<file path="src/rtl/sp_fp_divider.sv">
// IEEE-754 single-precision divider: iterative restoring division, FTZ, no denormal output.
// Define SP_FP_DIV_ROUND_EN for round-to-nearest-even; otherwise the result is truncated.
module sp_fp_divider (
  input  logic        clk,
  input  logic        rst,
  input  logic        start,
  input  logic [31:0] op_a,
  input  logic [31:0] op_b,
  output logic        busy,
  output logic        done,
  output logic [31:0] quotient,
  output logic        div_by_zero,
  output logic        invalid
);

  typedef enum logic [2:0] {
    IDLE, CHECK, DIVIDE, NORM, DONE
  } state_t;

  state_t state, state_nx;

  logic [31:0] a_q, b_q;
  logic [4:0]  cnt;
  logic [24:0] rem;
  logic [25:0] q;
  logic signed [9:0] exp_q;
  logic [31:0] res_q;
  logic        dbz_q, inv_q;

  logic [7:0]  ea, eb;
  logic [22:0] ma, mb;
  logic        sgn;
  logic        a_nan, b_nan, a_inf, b_inf, a_zero, b_zero;
  logic        special;
  logic [31:0] spec_res;
  logic        spec_dbz, spec_inv;

  logic [24:0] dvsr;
  logic        ge;
  logic [23:0] rem_sub;

  logic [22:0] frac;
  logic signed [9:0] e_n, e_r;
  logic        rnd_up;
  logic [23:0] sum;
  logic [31:0] norm_res;
`ifdef SP_FP_DIV_ROUND_EN
  logic        guard, sticky;
`endif

  assign ea  = a_q[30:23];
  assign eb  = b_q[30:23];
  assign ma  = a_q[22:0];
  assign mb  = b_q[22:0];
  assign sgn = a_q[31] ^ b_q[31];

  assign busy = (state != IDLE);

  // Operand classification; exponent 0 means zero since denormals are flushed.
  always_comb begin
    a_nan    = (ea == 8'hFF) && (ma != 23'd0);
    b_nan    = (eb == 8'hFF) && (mb != 23'd0);
    a_inf    = (ea == 8'hFF) && (ma == 23'd0);
    b_inf    = (eb == 8'hFF) && (mb == 23'd0);
    a_zero   = (ea == 8'h00);
    b_zero   = (eb == 8'h00);
    special  = 1'b1;
    spec_dbz = 1'b0;
    spec_inv = 1'b0;
    spec_res = {sgn, 31'd0};
    if (a_nan || b_nan || (a_zero && b_zero) || (a_inf && b_inf)) begin
      spec_res = 32'h7FC00000;
      spec_inv = 1'b1;
    end else if (a_inf) begin
      spec_res = {sgn, 8'hFF, 23'd0};
    end else if (b_zero) begin
      spec_res = {sgn, 8'hFF, 23'd0};
      spec_dbz = 1'b1;
    end else if (a_zero || b_inf) begin
      spec_res = {sgn, 31'd0};
    end else begin
      special = 1'b0;
    end
  end

  // One restoring step: subtract the divisor when it fits.
  always_comb begin
    dvsr    = {2'b01, mb};
    ge      = (rem >= dvsr);
    rem_sub = ge ? 24'(rem - dvsr) : rem[23:0];
  end

  // Normalise, optionally round, then clamp the exponent range.
  always_comb begin
    if (q[25]) begin
      frac = q[24:2];
      e_n  = exp_q;
    end else begin
      frac = q[23:1];
      e_n  = exp_q - 10'sd1;
    end
`ifdef SP_FP_DIV_ROUND_EN
    guard  = q[25] ? q[1] : q[0];
    sticky = (q[25] & q[0]) | (|rem);
    rnd_up = guard & (sticky | frac[0]);
`else
    rnd_up = 1'b0;
`endif
    sum = {1'b0, frac} + {23'd0, rnd_up};
    e_r = e_n + $signed({9'd0, sum[23]});
    if (e_r >= 10'sd255)
      norm_res = {sgn, 8'hFF, 23'd0};
    else if (e_r <= 10'sd0)
      norm_res = {sgn, 31'd0};
    else
      norm_res = {sgn, e_r[7:0], sum[22:0]};
  end

  // State register.
  always_ff @(posedge clk) begin
    if (rst) state <= IDLE;
    else     state <= state_nx;
  end

  // Next-state logic.
  always_comb begin
    state_nx = state;
    unique case (state)
      IDLE:    if (start) state_nx = CHECK;
      CHECK:   state_nx = special ? DONE : DIVIDE;
      DIVIDE:  if (cnt == 5'd25) state_nx = NORM;
      NORM:    state_nx = DONE;
      DONE:    state_nx = IDLE;
      default: state_nx = IDLE;
    endcase
  end

  // Datapath: operand capture, division iterations, internal result.
  always_ff @(posedge clk) begin
    if (rst) begin
      a_q   <= 32'd0;
      b_q   <= 32'd0;
      cnt   <= 5'd0;
      rem   <= 25'd0;
      q     <= 26'd0;
      exp_q <= 10'sd0;
      res_q <= 32'd0;
      dbz_q <= 1'b0;
      inv_q <= 1'b0;
    end else begin
      unique case (state)
        IDLE: if (start) begin
          a_q <= op_a;
          b_q <= op_b;
        end
        CHECK: begin
          cnt   <= 5'd0;
          rem   <= {2'b01, ma};
          q     <= 26'd0;
          exp_q <= $signed({2'b00, ea}) - $signed({2'b00, eb}) + 10'sd127;
          res_q <= spec_res;
          dbz_q <= spec_dbz;
          inv_q <= spec_inv;
        end
        DIVIDE: begin
          cnt <= cnt + 5'd1;
          q   <= {q[24:0], ge};
          rem <= {rem_sub, 1'b0};
        end
        NORM: begin
          res_q <= norm_res;
          dbz_q <= 1'b0;
          inv_q <= 1'b0;
        end
        default: ;
      endcase
    end
  end

  // Outputs: one-cycle done pulse, result and flags held until next start.
  always_ff @(posedge clk) begin
    if (rst) begin
      done        <= 1'b0;
      quotient    <= 32'd0;
      div_by_zero <= 1'b0;
      invalid     <= 1'b0;
    end else begin
      done <= (state == DONE);
      if (state == DONE) begin
        quotient    <= res_q;
        div_by_zero <= dbz_q;
        invalid     <= inv_q;
      end else if (state == IDLE && start) begin
        div_by_zero <= 1'b0;
        invalid     <= 1'b0;
      end
    end
  end

endmodule

</file>
<file path="config.mk">
export PLATFORM = sky130hd
export DESIGN_NAME = sp_fp_divider
export DESIGN_NICKNAME = d
export VERILOG_FILES = /design/src/rtl/sp_fp_divider.sv
export SDC_FILE = /design/constraint.sdc
export NUM_CORES = 1
export LEC_CHECK = 0
export BUFFER_PORTS_ARGS = -buffer_cell sky130_fd_sc_hd__buf_2
export CAP_MARGIN = 20
export CELL_PAD_IN_SITES_DETAIL_PLACEMENT = 0
export CELL_PAD_IN_SITES_GLOBAL_PLACEMENT = 1
export CORE_UTILIZATION = 41
export CTS_BUF_LIST = sky130_fd_sc_hd__clkbuf_4 sky130_fd_sc_hd__clkbuf_8
export CTS_CLUSTER_SIZE = 14
export DETAILED_ROUTE_END_ITERATION = 10
export PLACE_DENSITY_LB_ADDON = 0.25
export SLEW_MARGIN = 20
export SYNTH_ARGS = -nofsm -noshare
export SYNTH_HDL_FRONTEND = slang
export SYNTH_SLANG_ARGS = --single-unit
</file>
<file path="constraint.sdc">
create_clock -name clk -period 2.81 [get_ports clk]
set_input_delay 0.562 -clock clk [delete_from_list [all_inputs] [get_ports clk]]
set_output_delay 0.562 -clock clk [all_outputs]
set_load 0.01 [all_outputs]
</file>
==> impl_metrics.sql, run 1 <==
INSERT INTO impl_metrics (metric_group, metric, value, unit) VALUES
('status', 'outcome', 'finished clean', ''),
('pwr', 'cellLeakagePower', '4.999', 'nW'),
('synth', 'synth.yosys.seq_area_share', '41.14', '%'),
('final_layout', 'layout-drive-gt1-share', '24.97', '%'),
('cts', 'cts_tree', 'built', ''),
('sta', 'tightest_slew', '0.7562', 'ns'),
('sta', 'max_freq', '356.8', 'MHz'),
('cts', 'cts.root.buffer_cell', 'clkbuf_8', ''),
('pwr', 'powerDensity', '692.6', 'nW/µm²'),
('floorplan', 'height_of_the_die', '156.8', 'µm'),
('global_route', 'grt_pass1_wl', '41890', 'µm'),
('pwr', 'power.total', '8.648', 'mW'),
('global_route', 'grt_remaining_overflow', '0', ''),
('sta', 'max_slew_headroom', '49.58', '%'),
('sta', 'unrepaired_setup_endpoints_after_global_routing', 'yes', ''),
('drt', 'ratio_of_routed_vias_to_standard_cells', '5.103', ''),
('sta', 'final_max_slew_viol_count', '0', ''),
('drt', 'detail_route.wirelength', '25950', 'µm'),
('run', 'max_cap_check_violation_count', '0', ''),
('pwr', 'worst_ir_drop_vdd', '0.4384', 'mV'),
('placed_design', 'detailedPlace.worstSlack', '-0.2008', 'ns'),
('setup_path', 'critical_path.startpoint_type', 'flip-flop', ''),
('final_layout', 'antenna-diode-count', '0', ''),
('hold_path', 'holdCritPathClass', 'primary input to flip-flop', ''),
('cts', 'cts-buffers-inserted', '36', ''),
('synth', 'synth.avg_cell_area', '7.789', 'µm²'),
('floorplan', 'die-width', '156.8', 'µm'),
('cts', 'cts.htree.levels', '2', ''),
('placed_design', 'place_area', '11440', 'µm²'),
('placed_design', 'port_buffers', '102', ''),
('final_layout', 'synthToLayoutAreaGrowth', '27.04', '%'),
('placed_design', 'place.detailed.hpwl', '18360', 'µm'),
('synth', 'synthFlopType', 'dfxtp_1', ''),
('final_layout', 'layout.cells.most_common', 'nand2_1', ''),
('synth', 'synth-edff-count', '0', ''),
('floorplan', 'starting_utilization_of_the_core_area', '41.88', '%'),
('synth', 'synth-warning-count', '0', ''),
('synth', 'synthDistinctLibCells', '67', ''),
('final_layout', 'finalCoreUtilization', '53.20', '%'),
('final_layout', 'layoutNonFillerInstCount', '1785', ''),
('floorplan', 'io_pins', '103', ''),
('cts', 'max-clock-path-buffers', '3', ''),
('floorplan', 'placement_rows', '56', ''),
('cts', 'clock_latency', '0.54', 'ns'),
('synth', 'ys_seq_elements', '202', ''),
('global_route', 'first_global_vias', '8684', ''),
('floorplan', 'core', '23470', 'µm²'),
('drt', 'dr.pass1.iters', '5', ''),
('cts', 'hold_buffers_post_cts', '0', ''),
('cts', 'clk_pin_slew', '0.06', 'ns'),
('cts', 'cts_sinks', '202', ''),
('setup_path', 'cp_data_arrival_time', '3.23', 'ns'),
('final_layout', 'layout.cells.most_common_list', 'nand2_1, dfxtp_1, a21oi_1, buf_4, buf_2', ''),
('setup_path', 'worst-endpoint-required', '3.23', 'ns'),
('final_layout', 'fin_nets', '1547', ''),
('synth', 'netlist_instances', '1262', ''),
('sta', 'final.setup.worst_slack', '0.007428', 'ns'),
('final_layout', 'post_layout_instance_area', '12490', 'µm²'),
('synth', 'mappedNetlistNets', '1366', ''),
('placed_design', 'place.gp.congestion', '0.8341', ''),
('placed_design', 'placedCellCount', '1714', ''),
('floorplan', 'area_enclosed_by_the_die_boundary', '24600', 'µm²'),
('drt', 'vias', '9109', ''),
('synth', 'share_of_synthesized_registers_carrying_an_async_set_or_reset', '0', '%'),
('sta', 'final_worst_path_cycle_share', '99.74', '%'),
('sta', 'period_minus_slack', '2.803', 'ns'),
('global_route', 'grt_start_max_net_pins', '50', ''),
('setup_path', 'critical_path.max_fanout', '5', ''),
('sta', 'timing.clock.skew', '0.01871', 'ns'),
('synth', 'syn-cell-area', '9829', 'µm²'),
('final_layout', 'filler_cell_count', '2317', ''),
('drt', 'routed_wire_length_per_instance', '14.54', 'µm'),
('drt', 'drc_marker_count_from_the_first_detailed_route_iteration', '446', ''),
('setup_path', 'crit_path_class', 'flip-flop to flip-flop', ''),
('sta', 'setup_viol', '0', ''),
('global_route', 'grt_antenna_before_repair', '0', ''),
('sta', 'finalHoldViolCount', '0', ''),
('setup_path', 'timing.critical_path.to_type', 'flip-flop', ''),
('global_route', 'global_route.usage.total', '21.06', '%'),
('drt', 'ant_nets', '0', ''),
('drt', 'post-route-drc-count', '0', '');
[flip-flops by register name (all words and copies together) (netlist names)]
name,cells
rem,25
a_q,32
exp_q,10
state,3
invalid,1
div_by_zero,1
q,26
b_q,32
inv_q,1
quotient,32
dbz_q,1
cnt,5
done,1
res_q,32
[report_power, final]
group	internal [mW]	switching [mW]	leakage (nW)	total, mW
sequential	3.02	0.153	1.65	3.18
clock	1.64	1.21	0.392	2.85
combinational	1.21	1.42	2.96	2.63
total	5.87	2.78	5.00	8.65
[critical path, cell delays in order (launching register included)]
cell       delay, ns
dfxtp_2         0.33
inv_2           0.04
ha_4            0.20
a211o_1         0.29
o2111ai_2       0.10
o2bb2ai_2       0.16
inv_2           0.04
or4_4           0.54
a211oi_4        0.23
buf_6           0.17
mux2_4          0.31
a2111oi_2       0.28
[routing by layer]
layer	up-vias	track usage, %	wire, µm
li1	4754	-	-
met1	4146	26.29	11810
met2	163	36.42	12510
met3	46	3.379	930
met4	0	7.470	691
met5	-	0	0
[worst paths after layout]
path,slack [ns],depth (start not counted),startpoint,end
min,0.26,3,op_a[29],a_q[29]$_SDFFE_PP0P_
min reg2reg,0.45,2,quotient[11]$_SDFFE_PP0P_,quotient[11]$_SDFFE_PP0P_
max reg2reg,0.007,11,b_q[14]$_SDFFE_PP0P_,rem[2]$_SDFFE_PP0P_
max,0.007,11,b_q[14]$_SDFFE_PP0P_,rem[2]$_SDFFE_PP0P_
[through the flow]
stage,TNS (ns),hold slack (ns)
5_1_grt,-0.6389,0.2637
6_report,0,0.2563
2_1_floorplan,0,0.4249
3_5_place_dp,-1.821,0.4415
4_1_cts,-0.001689,0.2338
3_3_place_gp,-0.8648,0.4332
[cell families (layout without fill, tap and decap cells)]
logic type                 count (synthesis)  count (layout)  synth area share (%)
buffers and inverters                    126             328                 5.041
AOI/OAI and AO/OA                        327             327                 20.40
adders and majority gates                 37              37                 4.863
xor gates and xnor gates                  30              30                 2.673
muxes                                     30              30                 3.080
and+or+nand+nor                          510             512                 22.80
DFF                                      202             202                 41.14
[Yosys cell counts (12+ instances only)]
cell	instances	area share (%)
inv_1	47	1.8
o21ai_0	48	2.4
a21oi_1	149	7.6
nand3_1	16	0.81
clkbuf_1	62	2.4
xor2_1	13	1.2
a22oi_1	31	2.4
xnor2_1	17	1.5
nor2_1	101	3.9
nor3_1	19	0.97
ha_1	35	4.5
mux2i_1	28	2.9
nand2b_1	12	0.76
a211oi_1	22	1.7
nand2_1	281	11
nor4_1	20	1.3
dfxtp_1	202	41
[repair_timing]
action                                  in CTS  in global routing
gates resized for setup                     20                 40
pin swaps                                    7                 17
setup buffers                                4                  4
endpoints found under the setup margin      24                 53
cloned                                       0                  2
[cell type report]
| cell class | instances | area [µm²] | area share [%] |
|---|---|---|---|
| Clock buffer | 56 | 683.2 | 5.471 |
| Clock inverter | 5 | 66.31 | 0.5311 |
| Inverter | 48 | 180.2 | 1.443 |
| Multi-Input combinational cell | 936 | 5645 | 45.21 |
| Sequential cell | 202 | 4061 | 32.53 |
| Tap cell | 319 | 399.1 | 3.196 |
| Timing Repair Buffer | 219 | 1451 | 11.62 |
Power figures use the tool's default switching activity.
==> inputs of run 2 (changes only) <==
--- a/config.mk
+++ b/config.mk
@@ -14,6 +14,7 @@
 export CTS_CLUSTER_SIZE = 14
 export DETAILED_ROUTE_END_ITERATION = 10
 export PLACE_DENSITY_LB_ADDON = 0.25
+export SETUP_SLACK_MARGIN = 0.2
 export SLEW_MARGIN = 20
 export SYNTH_ARGS = -nofsm -noshare
 export SYNTH_HDL_FRONTEND = slang
==> impl_metrics.sql, run 2 (synthesized netlist as in run 1, its figures left out) <==
INSERT INTO impl_metrics (metric_group, metric, value, unit) VALUES
('cts', 'cts.htree.levels', '2', ''),
('pwr', 'powerDensity', '690.1', 'nW/µm²'),
('pwr', 'cellLeakagePower', '5.082', 'nW'),
('setup_path', 'r2r-start', 'rem[4]$_SDFFE_PP0P_', ''),
('status', 'failing_checks', 'negative setup slack', ''),
('final_layout', 'antenna-diode-count', '0', ''),
('floorplan', 'io_pins', '103', ''),
('final_layout', 'filler_cell_count', '2288', ''),
('global_route', 'grt_remaining_overflow', '0', ''),
('setup_path', 'crit_path_class', 'flip-flop to flip-flop', ''),
('setup_path', 'slowest_stage', 'or4_4', ''),
('drt', 'topRoutingLayerUsed', 'met4', ''),
('final_layout', 'layout-drive-gt1-share', '28.26', '%'),
('placed_design', 'place.gp.congestion', '0.8609', ''),
('drt', 'met3_length', '996', 'µm'),
('drt', 'routed_wire_length_per_instance', '14.74', 'µm'),
('hold_path', 'hp-start', 'op_a[25]', ''),
('cts', 'cts_tree', 'built', ''),
('setup_path', 'critical_path.max_fanout', '6', ''),
('setup_path', 'cp.buffers_inverters', '4', ''),
('cts', 'cts-buffers-inserted', '37', ''),
('drt', 'detail_route.wirelength', '26400', 'µm'),
('cts', 'cts.root.buffer_cell', 'clkbuf_8', ''),
('placed_design', 'port_buffers', '102', ''),
('final_layout', 'layout.cells.most_common', 'nand2_1', ''),
('pwr', 'power.total', '8.883', 'mW'),
('drt', 'post-route-drc-count', '0', ''),
('floorplan', 'height_of_the_die', '156.8', 'µm'),
('hold_path', 'timing.hold.worst_path_depth', '3', ''),
('setup_path', 'timing.critical_path.to_type', 'flip-flop', ''),
('drt', 'drc_marker_count_from_the_first_detailed_route_iteration', '432', ''),
('global_route', 'grt_pass1_wl', '41940', 'µm'),
('drt', 'dr.pass1.iters', '5', ''),
('drt', 'vias', '9201', ''),
('drt', 'ant_nets', '0', ''),
('setup_path', 'critPathTopFamily', 'compound AO/OA/AOI/OAI gates', ''),
('run', 'max_cap_check_violation_count', '0', ''),
('sta', 'tightest_slew', '0.6676', 'ns'),
('setup_path', 'cp_data_arrival_time', '3.39', 'ns'),
('pwr', 'worst_ir_drop_vdd', '0.3082', 'mV'),
('sta', 'final_max_slew_viol_count', '0', ''),
('status', 'outcome', 'complete, but fails checks', ''),
('setup_path', 'worst_path_cell_chain', 'ha_4 -> a21oi_2 -> nand2_1 -> o21ai_2 -> a211oi_2 -> or4_4 -> a211oi_4 -> buf_6 -> buf_8 -> buf_4 -> buf_6 -> a211oi_4 -> a311oi_2', ''),
('setup_path', 'max_stage_delay', '0.57', 'ns'),
('floorplan', 'core', '23470', 'µm²'),
('sta', 'period_minus_slack', '2.965', 'ns'),
('sta', 'setup_viol', '22', ''),
('sta', 'max_freq', '337.2', 'MHz'),
('drt', 'ratio_of_routed_vias_to_standard_cells', '5.137', ''),
('setup_path', 'worst-endpoint-required', '3.23', 'ns'),
('sta', 'final_worst_path_cycle_share', '105.5', '%'),
('cts', 'hold_buffers_post_cts', '0', ''),
('cts', 'max-clock-path-buffers', '3', ''),
('drt', 'detail_route.wirelength.met1', '12220', 'µm'),
('sta', 'unrepaired_setup_endpoints_after_global_routing', 'yes', ''),
('sta', 'finalHoldViolCount', '0', ''),
('placed_design', 'placedCellCount', '1704', ''),
('sta', 'max_slew_headroom', '55.49', '%'),
('global_route', 'first_global_vias', '8692', ''),
('placed_design', 'place.detailed.hpwl', '18000', 'µm'),
('global_route', 'grt_antenna_before_repair', '0', ''),
('final_layout', 'synthToLayoutAreaGrowth', '30.96', '%'),
('floorplan', 'die-width', '156.8', 'µm'),
('floorplan', 'placement_rows', '56', ''),
('hold_path', 'holdCritPathClass', 'primary input to flip-flop', ''),
('setup_path', 'timing.reg2reg.worst_path_depth', '13', ''),
('final_layout', 'layoutNonFillerInstCount', '1791', ''),
('sta', 'timing.clock.skew', '0.02172', 'ns'),
('cts', 'clk_pin_slew', '0.06', 'ns'),
('cts', 'clock_latency', '0.53', 'ns'),
('floorplan', 'area_enclosed_by_the_die_boundary', '24600', 'µm²'),
('setup_path', 'critical_path_depth', '13', ''),
('global_route', 'grt_start_max_net_pins', '78', ''),
('floorplan', 'starting_utilization_of_the_core_area', '41.88', '%'),
('sta', 'final.setup.worst_slack', '-0.1552', 'ns'),
('final_layout', 'fin_nets', '1554', ''),
('global_route', 'global_route.usage.total', '21.06', '%'),
('setup_path', 'critical_path.startpoint_type', 'flip-flop', ''),
('hold_path', 'worstHoldEndpoint', 'a_q[25]$_SDFFE_PP0P_', ''),
('drt', 'met2_wirelength', '12590', 'µm'),
('setup_path', 'r2r_end', 'rem[4]$_SDFFE_PP0P_', ''),
('setup_path', 'reg2reg_setup_slack', '-0.16', 'ns'),
('cts', 'cts_sinks', '202', ''),
('final_layout', 'layout.cells.most_common_list', 'nand2_1, dfxtp_1, a21oi_1, buf_4, buf_2', '');
-- run 2: cell types whose count changed in the layout (fill, tap and decap cells not counted), moves of 4 or more --
cell      previous run  this run
a211oi_1            18        14
buf_4              111       103
dfxtp_1            188       182
a21oi_2              4        10
nor2_1              99        94
o21ai_1              3        17
clkbuf_8            42        46
dfxtp_2             14        19
buf_6                2        12
a21oi_1            145       138
o21ai_0             44        30
clkbuf_4            14        10
-- run 2: power breakdown --
group	switching [mW]	leakage [nW]	internal, mW	total (mW)
clock	1.20	0.391	1.60	2.80
combinational	1.54	3.04	1.37	2.91
sequential	0.154	1.65	3.02	3.18
-- run 2: stage by stage --
stage / TNS, ns / util (%) / setup WS (ns) / area, µm² / hold slack, ns
2_1_floorplan: 0 / - / 0.01209 / 10060 / 0.4249
3_3_place_gp: -0.1376 / 48.80 / -0.05160 / 11450 / 0.4336
3_5_place_dp: -0.8355 / 48.80 / -0.1493 / 11450 / 0.4415
4_1_cts: -0.2427 / 52.69 / -0.04280 / 12370 / 0.2400
5_1_grt: -4.610 / 54.84 / -0.3066 / 12870 / 0.2571
6_report: -1.398 / 54.84 / -0.1552 / 12870 / 0.2676
-- run 2: worst max path at each step --
stage / startpoint / to / slack, ns
floorplan: b_q[1]$_SDFFE_PP0P_ / rem[1]$_SDFFE_PP0P_ / 0.01
global placement: b_q[1]$_SDFFE_PP0P_ / rem[9]$_SDFFE_PP0P_ / -0.05
detailed placement: b_q[19]$_SDFFE_PP0P_ / rem[1]$_SDFFE_PP0P_ / -0.15
CTS: rem[17]$_SDFFE_PP0P_ / rem[24]$_SDFFE_PP0P_ / -0.04
global route: rem[4]$_SDFFE_PP0P_ / rem[3]$_SDFFE_PP0P_ / -0.31
finish: rem[4]$_SDFFE_PP0P_ / rem[4]$_SDFFE_PP0P_ / -0.16
-- run 2: area by class of cell --
type | instances | area (µm²) | share of cell area, %
Clock buffer | 56 | 708.2 | 5.502
Clock inverter | 5 | 36.28 | 0.2819
Timing Repair Buffer | 224 | 1569 | 12.19
Inverter | 48 | 180.2 | 1.400
Tap cell | 319 | 399.1 | 3.101
Sequential cell | 202 | 4071 | 31.63
Multi-Input combinational cell | 937 | 5908 | 45.90
-- run 2: metal layers --
layer	track usage (%)	vias up
met5	0	-
met4	7.143	0
met3	3.295	44
met2	36.00	168
met1	26.80	4219
li1	-	4770
-- run 2: repair_timing --
item | in CTS | in global routing
endpoints found under the setup margin | 48 | 61
pin swaps | 15 | 41
gates cloned | 0 | 4
resized for setup | 27 | 96
buffers inserted | 10 | 12
-- run 2: worst reg2reg max path, delay by kind of cell, from the launching register on --
kind / cells / cell delay [ns]
flops: 1 / 0.33
buf+inv: 4 / 0.50
compound gates: 6 / 1.09
simple gates: 2 / 0.67
fa+ha+maj: 1 / 0.27
==> inputs of run 3 (changes only) <==
--- a/config.mk
+++ b/config.mk
@@ -9,13 +9,15 @@
 export CAP_MARGIN = 20
 export CELL_PAD_IN_SITES_DETAIL_PLACEMENT = 0
 export CELL_PAD_IN_SITES_GLOBAL_PLACEMENT = 1
+export CORE_MARGIN = 4
 export CORE_UTILIZATION = 41
 export CTS_BUF_LIST = sky130_fd_sc_hd__clkbuf_4 sky130_fd_sc_hd__clkbuf_8
+export CTS_CLUSTER_DIAMETER = 150
 export CTS_CLUSTER_SIZE = 14
 export DETAILED_ROUTE_END_ITERATION = 10
 export PLACE_DENSITY_LB_ADDON = 0.25
 export SETUP_SLACK_MARGIN = 0.2
-export SLEW_MARGIN = 20
+export SLEW_MARGIN = 15
 export SYNTH_ARGS = -nofsm -noshare
 export SYNTH_HDL_FRONTEND = slang
 export SYNTH_SLANG_ARGS = --single-unit
==> impl_metrics.sql, run 3 (synthesized netlist as in run 1, its figures left out) <==
INSERT INTO impl_metrics (metric_group, metric, value, unit) VALUES
('final_layout', 'fin_nets', '1533', ''),
('sta', 'setup_viol', '0', ''),
('drt', 'vias', '9073', ''),
('hold_path', 'hp-start', 'op_b[6]', ''),
('sta', 'max_slew_headroom', '55.84', '%'),
('floorplan', 'starting_utilization_of_the_core_area', '41.75', '%'),
('cts', 'cts.root.buffer_cell', 'clkbuf_8', ''),
('setup_path', 'critical_path.max_fanout', '6', ''),
('status', 'outcome', 'finished clean', ''),
('hold_path', 'worstHoldEndpoint', 'b_q[6]$_SDFFE_PP0P_', ''),
('pwr', 'powerDensity', '616.7', 'nW/µm²'),
('drt', 'met2_wirelength', '12480', 'µm'),
('setup_path', 'worst-endpoint-required', '3.23', 'ns'),
('setup_path', 'reg2reg_setup_slack', '0.01', 'ns'),
('global_route', 'first_global_vias', '8655', ''),
('drt', 'drc_marker_count_from_the_first_detailed_route_iteration', '489', ''),
('final_layout', 'layout.cells.most_common', 'nand2_1', ''),
('setup_path', 'max_stage_delay', '0.56', 'ns'),
('sta', 'final_worst_path_cycle_share', '99.53', '%'),
('sta', 'max_freq', '357.5', 'MHz'),
('sta', 'period_minus_slack', '2.797', 'ns'),
('setup_path', 'r2r-start', 'rem[7]$_SDFFE_PP0P_', ''),
('final_layout', 'filler_cell_count', '2372', ''),
('floorplan', 'area_enclosed_by_the_die_boundary', '26520', 'µm²'),
('drt', 'topRoutingLayerUsed', 'met4', ''),
('final_layout', 'layout-drive-gt1-share', '26.24', '%'),
('drt', 'routed_wire_length_per_instance', '14.88', 'µm'),
('placed_design', 'place.gp.congestion', '0.8552', ''),
('sta', 'finalHoldViolCount', '0', ''),
('cts', 'max-clock-path-buffers', '3', ''),
('placed_design', 'place.detailed.hpwl', '18290', 'µm'),
('setup_path', 'timing.critical_path.to_type', 'flip-flop', ''),
('drt', 'met3_length', '858', 'µm'),
('hold_path', 'holdCritPathClass', 'primary input to flip-flop', ''),
('drt', 'post-route-drc-count', '0', ''),
('setup_path', 'r2r_end', 'rem[9]$_SDFFE_PP0P_', ''),
('sta', 'hold_ws', '0.2581', 'ns'),
('drt', 'dr.pass1.iters', '5', ''),
('sta', 'unrepaired_setup_endpoints_after_global_routing', 'yes', ''),
('setup_path', 'crit_path_class', 'flip-flop to flip-flop', ''),
('drt', 'detail_route.wirelength.met1', '11890', 'µm'),
('drt', 'ant_nets', '0', ''),
('floorplan', 'io_pins', '103', ''),
('cts', 'cts.htree.levels', '1', ''),
('final_layout', 'synthToLayoutAreaGrowth', '25.82', '%'),
('cts', 'hold_buffers_post_cts', '0', ''),
('setup_path', 'slowest_stage', 'or4_4', ''),
('global_route', 'global_route.usage.total', '18.94', '%'),
('global_route', 'grt_remaining_overflow', '0', ''),
('setup_path', 'worst_path_cell_chain', 'ha_4 -> a21o_1 -> nand2b_4 -> a21oi_4 -> a211oi_2 -> or4_4 -> a211oi_4 -> buf_6 -> buf_6 -> nand2_2 -> o31a_1 -> a2111oi_0', ''),
('sta', 'final_max_slew_viol_count', '0', ''),
('floorplan', 'die-width', '162.8', 'µm'),
('final_layout', 'layout.cells.most_common_list', 'nand2_1, dfxtp_1, a21oi_1, buf_4, buf_2', ''),
('global_route', 'grt_start_max_net_pins', '87', ''),
('global_route', 'grt_pass1_wl', '42020', 'µm'),
('placed_design', 'port_buffers', '102', ''),
('cts', 'cts-buffers-inserted', '18', ''),
('floorplan', 'core', '23540', 'µm²'),
('setup_path', 'timing.reg2reg.worst_path_depth', '12', ''),
('floorplan', 'placement_rows', '56', ''),
('setup_path', 'critical_path.startpoint_type', 'flip-flop', ''),
('final_layout', 'antenna-diode-count', '0', ''),
('floorplan', 'height_of_the_die', '162.8', 'µm'),
('cts', 'cts_tree', 'built', ''),
('cts', 'clock_latency', '0.52', 'ns'),
('setup_path', 'cp_data_arrival_time', '3.21', 'ns'),
('cts', 'cts_sinks', '202', ''),
('hold_path', 'timing.hold.worst_path_depth', '3', ''),
('cts', 'clk_pin_slew', '0.10', 'ns'),
('sta', 'tightest_slew', '0.6608', 'ns'),
('sta', 'timing.clock.skew', '0.02180', 'ns'),
('global_route', 'grt_antenna_before_repair', '0', ''),
('setup_path', 'critical-path-top-cell-by-count', 'buf_6', ''),
('run', 'max_cap_check_violation_count', '0', ''),
('drt', 'detail_route.wirelength', '26010', 'µm'),
('pwr', 'cellLeakagePower', '4.830', 'nW'),
('pwr', 'worst_ir_drop_vdd', '0.3464', 'mV'),
('drt', 'ratio_of_routed_vias_to_standard_cells', '5.191', ''),
('pwr', 'power.total', '7.627', 'mW');
==> run 3: what timing repair did <==
action,4_1_cts,5_1_grt
pin swaps,19,44
buffers inserted,5,11
resized for setup,31,93
endpoints found under the setup margin,50,59
gates cloned,2,2
==> run 3: final cells by class <==
type / count / area (µm²) / share of cell area, %
clock inverter: 1 / 8.758 / 0.07082
inverter: 48 / 180.2 / 1.457
tap: 319 / 399.1 / 3.227
multi-input combinational: 937 / 5922 / 47.89
timing repair buffer: 222 / 1520 / 12.29
sequential: 202 / 4075 / 32.95
clock buffer: 19 / 261.5 / 2.115
==> run 3: stage by stage <==
stage / utilization [%] / area [µm²] / instances / TNS (ns) / worst slack, ns
6_report: 52.53 / 12370 / 1748 / 0 / 0.01309
5_1_grt: 52.53 / 12370 / 1748 / -0.5721 / -0.07105
4_1_cts: 50.58 / 11910 / 1735 / -0.09342 / -0.02701
3_5_place_dp: 48.74 / 11470 / 1708 / -2.002 / -0.1500
3_3_place_gp: 48.74 / 11470 / 1708 / -0.7987 / -0.09021
2_1_floorplan: - / 10060 / 1262 / 0 / 0.01209
==> run 3: critical path, delay by kind of cell (launching register included) <==
kind / cells / cell delay (ns)
compound gates: 6 / 1.01
fa+ha+maj: 1 / 0.24
buf+inv: 2 / 0.31
flops: 1 / 0.38
simple gates: 3 / 0.76
==> run 3: worst max-delay path by stage <==
stage,start,end,slack (ns),cells past startpoint
after floorplan,b_q[1]$_SDFFE_PP0P_,rem[1]$_SDFFE_PP0P_,0.01,12
after global placement,b_q[1]$_SDFFE_PP0P_,rem[24]$_SDFFE_PP0P_,-0.09,12
after detailed placement,b_q[19]$_SDFFE_PP0P_,rem[24]$_SDFFE_PP0P_,-0.15,12
after CTS,b_q[14]$_SDFFE_PP0P_,rem[9]$_SDFFE_PP0P_,-0.03,13
after global routing,b_q[20]$_SDFFE_PP0P_,rem[2]$_SDFFE_PP0P_,-0.07,11
final,rem[7]$_SDFFE_PP0P_,rem[9]$_SDFFE_PP0P_,0.01,12
==> run 3: per-layer routing <==
| layer | GRT usage (%) | vias up |
|---|---|---|
| met5 | 0 | - |
| met4 | 5.833 | 0 |
| li1 | - | 4699 |
| met3 | 2.506 | 43 |
| met1 | 24.95 | 4178 |
| met2 | 32.38 | 153 |
==> run 3: where the power goes <==
part           internal (mW)  switching [mW]  leakage [nW]
clock                  0.614           0.956         0.141
sequential              3.02           0.162          1.65
combinational           1.35            1.53          3.04
